$ cat config.mk
export PLATFORM = sky130hd
export DESIGN_NAME = operand_entry_sequencer
export DESIGN_NICKNAME = d
export VERILOG_FILES = /design/src/rtl/operand_entry_sequencer.sv
export SDC_FILE = /design/constraint.sdc
export NUM_CORES = 1
export LEC_CHECK = 0
export CAP_MARGIN = 20
export CORE_MARGIN = 5
export CORE_UTILIZATION = 33
export CTS_CLUSTER_SIZE = 24
export DETAILED_ROUTE_END_ITERATION = 10
export GPL_ROUTABILITY_DRIVEN = 0
export PLACE_DENSITY_LB_ADDON = 0.15
export SETUP_SLACK_MARGIN = 0.15
export SLEW_MARGIN = 5
export SYNTH_ARGS = -nofsm -noshare
export SYNTH_HDL_FRONTEND = slang
export SYNTH_SLANG_ARGS = --single-unit
$ cat constraint.sdc
create_clock -name CLOCK_50 -period 3.2 [get_ports CLOCK_50]
set_input_delay 0.32 -clock CLOCK_50 [delete_from_list [all_inputs] [get_ports CLOCK_50]]
set_output_delay 0.32 -clock CLOCK_50 [all_outputs]
set_load 0.05 [all_outputs]
$ cat src/rtl/operand_entry_sequencer.sv
// operand_entry_sequencer: synchronizes and debounces the KEY push-button, then
// captures two switch operands in sequence (A, then B) for the adder datapath.
// Optional feature macro: OPSEQ_TIMEOUT_EN (abandon entry after TIMEOUT_CYCLES
// in WAIT_B without a press).
module operand_entry_sequencer #(
  parameter int WIDTH           = 4,
  parameter int DEBOUNCE_CYCLES = 16,
  parameter int TIMEOUT_CYCLES  = 1024
) (
  input  logic             CLOCK_50,
  input  logic             RESET,
  input  logic             key_n,
  input  logic [WIDTH-1:0] sw_data,
  output logic [WIDTH-1:0] op_a,
  output logic [WIDTH-1:0] op_b,
  output logic             operands_valid,
  output logic [1:0]       state,
  output logic             press_pulse
);

  typedef enum logic [1:0] {
    WAIT_A = 2'b00,
    WAIT_B = 2'b01,
    SHOW   = 2'b10,
    BAD    = 2'b11
  } state_e;

  localparam int DCW = $clog2(DEBOUNCE_CYCLES + 1);
  localparam int TCW = $clog2(TIMEOUT_CYCLES + 1);
  localparam logic [DCW-1:0] DB_LAST = DCW'(DEBOUNCE_CYCLES - 1);

  // Reject parameter values the counters cannot represent.
  if (DEBOUNCE_CYCLES < 1) begin : g_bad_db
    $error("DEBOUNCE_CYCLES must be at least 1");
  end
  if (TIMEOUT_CYCLES < 1) begin : g_bad_to
    $error("TIMEOUT_CYCLES must be at least 1");
  end

  logic [1:0]       sync_q, sync_d;
  logic             stable_q, stable_d;
  logic             stable_dly_q, stable_dly_d;
  logic [DCW-1:0]   db_cnt_q, db_cnt_d;
  logic             press_q, press_d;
  state_e           state_q, state_d;
  logic [WIDTH-1:0] op_a_q, op_a_d, op_b_q, op_b_d;
  logic             valid_q, valid_d;
  logic             timeout;

  // Synchronizer, debounce counter and falling-edge detect on the stable level.
  always_comb begin
    sync_d       = {sync_q[0], key_n};
    stable_d     = stable_q;
    db_cnt_d     = '0;
    if (sync_q[1] != stable_q) begin
      if (db_cnt_q == DB_LAST) stable_d = ~stable_q;
      else                     db_cnt_d = db_cnt_q + 1'b1;
    end
    stable_dly_d = stable_q;
    // Only a released->pressed transition produces a strobe.
    press_d      = stable_dly_q & ~stable_q;
  end

`ifdef OPSEQ_TIMEOUT_EN
  logic [TCW-1:0] to_cnt_q, to_cnt_d;
  assign timeout = (to_cnt_q == TCW'(TIMEOUT_CYCLES - 1));

  // Timeout counter: runs only while WAIT_B sits without a press.
  always_comb begin
    to_cnt_d = to_cnt_q;
    if (state_q == WAIT_B) begin
      if (press_q || timeout) to_cnt_d = '0;
      else                    to_cnt_d = to_cnt_q + 1'b1;
    end else if (state_d == WAIT_B) begin
      to_cnt_d = '0;
    end
  end

  // Timeout counter register.
  always_ff @(posedge CLOCK_50) begin
    if (RESET) to_cnt_q <= '0;
    else       to_cnt_q <= to_cnt_d;
  end
`else
  assign timeout = 1'b0;
`endif

  // Entry FSM: next state and operand captures, driven by the press strobe.
  always_comb begin
    state_d = state_q;
    op_a_d  = op_a_q;
    op_b_d  = op_b_q;
    valid_d = valid_q;
    case (state_q)
      WAIT_A: if (press_q) begin
        op_a_d  = sw_data;
        state_d = WAIT_B;
      end
      WAIT_B: if (press_q) begin
        op_b_d  = sw_data;
        valid_d = 1'b1;
        state_d = SHOW;
      end else if (timeout) begin
        op_a_d  = '0;
        state_d = WAIT_A;
      end
      SHOW: if (press_q) begin
        // This press is the A of a fresh entry.
        op_a_d  = sw_data;
        op_b_d  = '0;
        valid_d = 1'b0;
        state_d = WAIT_B;
      end
      default: begin
        valid_d = 1'b0;
        state_d = WAIT_A;
      end
    endcase
  end

  // All registers; reset overrides any pending press.
  always_ff @(posedge CLOCK_50) begin
    if (RESET) begin
      sync_q       <= 2'b11;
      stable_q     <= 1'b1;
      stable_dly_q <= 1'b1;
      db_cnt_q     <= '0;
      press_q      <= 1'b0;
      state_q      <= WAIT_A;
      op_a_q       <= '0;
      op_b_q       <= '0;
      valid_q      <= 1'b0;
    end else begin
      sync_q       <= sync_d;
      stable_q     <= stable_d;
      stable_dly_q <= stable_dly_d;
      db_cnt_q     <= db_cnt_d;
      press_q      <= press_d;
      state_q      <= state_d;
      op_a_q       <= op_a_d;
      op_b_q       <= op_b_d;
      valid_q      <= valid_d;
    end
  end

  assign op_a           = op_a_q;
  assign op_b           = op_b_q;
  assign operands_valid = valid_q;
  assign state          = state_q;
  assign press_pulse    = press_q;

endmodule
==> reports/metrics.csv <==
stage,metric,value,unit
placement,place_hpwl,1.08,mm
yosys,synth_top_family_by_area,simple AND/OR/NAND/NOR gates,
cells_and_area,drive_above_1_share,8.82,%
cells_and_area,area_delta_synth_final,28.0,%
yosys,synth-xor-area-share,3.35,%
yosys,seq_area_frac_synth,53.7,%
floorplanning,coreArea,0.00223,mm²
worst_setup_path,cp.depth,1,
sta,hold_violations,0,
worst_setup_path,crit_chain,clkdlybuf4s50_1,
worst_setup_path,max_stage_delay,0.87,ns
worst_setup_path,critPathCapture,press_pulse,
yosys,synthTopCellsByArea,"dfxtp_1 54%, nand3_1 5.8%, nor2_1 5.8%",
worst_setup_path,r2r_start,db_cnt_q[0]$_SDFF_PP0_,
power,ir_drop,237,µV
sta,fin_crit_sh,62.8,%
yosys,ys_warn_count,0,
clock_network,cts_tree,done,
yosys,synth_area,783,µm²
cells_and_area,fin_util,44.9,%
yosys,synth-simple-area-share,22.2,%
worst_setup_path,critPathMaxFanout,11,
global_routing,antenna_found_initial,0,
routing,drtAntennaViolNets,0,
routing,vias,607,
sta,grt_setup_unrepaired,no,
worst_setup_path,worst_ep_arrival_time,1.69,ns
yosys,synth_nets,93,
flow_run,max-cap-violations,0,
sta,maxSlewHeadroom,63.8,%
clock_network,cts-buffers-inserted,3,
routing,drc,0,
worst_setup_path,critPathSlowestCell,clkdlybuf4s50_1,
routing,initialDrtViolationCount,6,
cells_and_area,nets,112,
worst_setup_path,reg2regPathDepth,5,
worst_setup_path,worst-path-buf-inv,1,
floorplanning,fp.dieH,58.7,µm
sta,finalClockSkew,0.00374,ns
yosys,synth_top_cell_area_share,53.7,%
sta,final_max_slew_viol_count,0,
clock_network,hold_buffers,0,
yosys,synth_fa_ha_area_share,3.19,%
global_routing,grt_pass1_vias,592,
global_routing,grt_pass1_wl,2.53,mm
floorplanning,initial_utilization,35.1,%
worst_hold_path,hold_class,reg2reg,
global_routing,grt_overflow_total,0,
floorplanning,row_count,17,
sta,worstMarginPinSlew,0.542,ns
worst_setup_path,worstPathRequired,2.88,ns
worst_setup_path,crit_start,press_pulse$_SDFF_PP0_,
routing,wl_per_cell,10.9,µm
global_routing,grtUsageTotal,9.55,%
yosys,syn_inst,84,
placement,port_buffers,18,
routing,wirelength,1.41,mm
clock_network,htree_levels,1,
cells_and_area,diodes,0,
worst_setup_path,worstSetupStartpointType,register,
sta,fmax,498,MHz
yosys,synth_compound_area_share,7.51,%
cells_and_area,stdcell_area,0.00100,mm²
sta,whs,0.419,ns
worst_setup_path,worst_path_dominant_cell_family,buffers and inverters,
worst_setup_path,end_kind,primary output,
global_routing,grt_max_degree,17,
worst_setup_path,worstSetupPathType,reg2out,
power,power_per_cell_area,399,mW/mm²
floorplanning,die_x,58.7,µm
sta,setup_viol,0,
placement,place_area,975,µm²
yosys,synth_top_area_cell,dfxtp_1,
worst_setup_path,reg2reg_to,db_cnt_q[2]$_SDFF_PP0_,
status,outcome,completed,
floorplanning,die-area,0.00345,mm²
clock_network,postCtsSetupBuffers,0,
clock_network,clockBufferDepth,2,
clock_network,cts_sinks,21,
worst_setup_path,r2r_setup_slack,1.65,ns
yosys,avgSynthCellArea,9.32,µm²
sta,period_needed,2.01,ns
power,p_leak,0.352,nW
clock_network,cts-root-buf,clkbuf_4,
clock_network,insertion_delay,0.30,ns
clock_network,cts_resized,0,
yosys,ys_ff_latch,21,
routing,dr.pass1.iters,4,
floorplanning,ios,19,
sta,tns,0,ns
routing,viasPerCell,4.67,
clock_network,clkTransAtPathRegs,0.11,ns
yosys,synthMuxAreaShare,5.11,%
yosys,synth_cell_types,22,
==> cell usage after synthesis, drive strengths merged <==
cell / instances
xnor2: 2
buf: 3
or3: 1
or2: 3
o21ai: 2
nand2: 7
ha: 2
a31oi: 4
and3: 1
xor2: 1
and2b: 1
nor2: 12
a21oi: 3
dfxtp: 21
clkbuf: 1
nand3: 9
inv: 4
a211o: 1
nor2b: 2
mux2i: 4
==> stage by stage <==
stage | instances | power [mW] | worst slack, ns
after floorplan | 84 | 0.274 | 1.74
after global placement | 126 | 0.284 | 1.49
after detailed placement | 126 | 0.284 | 1.47
after CTS | 130 | 0.410 | 1.15
after global routing | 130 | 0.421 | 1.08
final | 130 | 0.400 | 1.19
==> cells in the final DEF, fill, tap and decap left out <==
master,netlist,routed
o21ai_1,1,1
clkinv_2,0,1
a211o_1,1,1
xor2_1,1,1
a31oi_1,4,4
or3_4,1,1
nand3_1,9,9
and2b_2,1,1
and3_1,1,1
clkdlybuf4s50_1,0,18
nand2_1,7,7
ha_1,2,2
a21oi_1,3,3
dfxtp_1,21,21
inv_1,4,4
mux2i_1,4,4
nor2_1,12,12
clkbuf_4,0,3
or2_2,3,3
nor2b_1,2,2
o21ai_0,1,1
xnor2_1,2,2
==> cell families (layout without fill, tap and decap cells) <==
logic type,Yosys count,after routing
compound gates,10,10
simple gates,36,36
flops,21,21
mux,4,4
fa+ha+maj,2,2
buf+inv,8,26
xor+xnor,3,3
==> final cells by class <==
type / count / area (µm²)
Inverter: 4 / 15.0
Timing Repair Buffer: 18 / 180
Fill cell: 236 / 1230
Multi-Input combinational cell: 55 / 324
Tap cell: 28 / 35.0
Clock buffer: 3 / 22.5
Clock inverter: 1 / 5.00
Sequential cell: 21 / 420
==> registers in the layout, indices dropped and copies added (netlist names) <==
register	count
op_b	4
stable_dly_d	1
state	2
press_pulse	1
op_a	4
sync_q	2
stable_dly_q	1
db_cnt_q	5
operands_valid	1
==> worst min-delay path by stage <==
stage,cells after the start,from,to
2_1_floorplan,1,RESET,op_b[0]$_SDFFE_PP0P_
3_3_place_gp,1,sync_q[0]$_SDFF_PP1_,sync_q[1]$_SDFF_PP1_
3_5_place_dp,1,sync_q[0]$_SDFF_PP1_,sync_q[1]$_SDFF_PP1_
4_1_cts,1,sync_q[0]$_SDFF_PP1_,sync_q[1]$_SDFF_PP1_
5_1_grt,1,sync_q[0]$_SDFF_PP1_,sync_q[1]$_SDFF_PP1_
6_report,2,stable_dly_q$_SDFF_PP1_,press_pulse$_SDFF_PP0_
==> layer usage <==
layer	up-vias	part of all wire, %	global-route usage [%]	wire length, µm
li1	313	-	-	-
met1	279	41	11.1	581
met2	11	49	15.0	696
met3	4	7.2	2.63	101
met4	0	2.2	6.80	31
met5	-	0	0	0
==> report_power, final <==
| group | switching, mW | total [mW] | internal, mW |
|---|---|---|---|
| Combinational | 0.00554 | 0.0140 | 0.00845 |
| Sequential | 0.000736 | 0.264 | 0.263 |
| Clock | 0.0759 | 0.122 | 0.0466 |
| Total | 0.0822 | 0.400 | 0.318 |
Note: power is estimated with default switching activity, not from simulation.
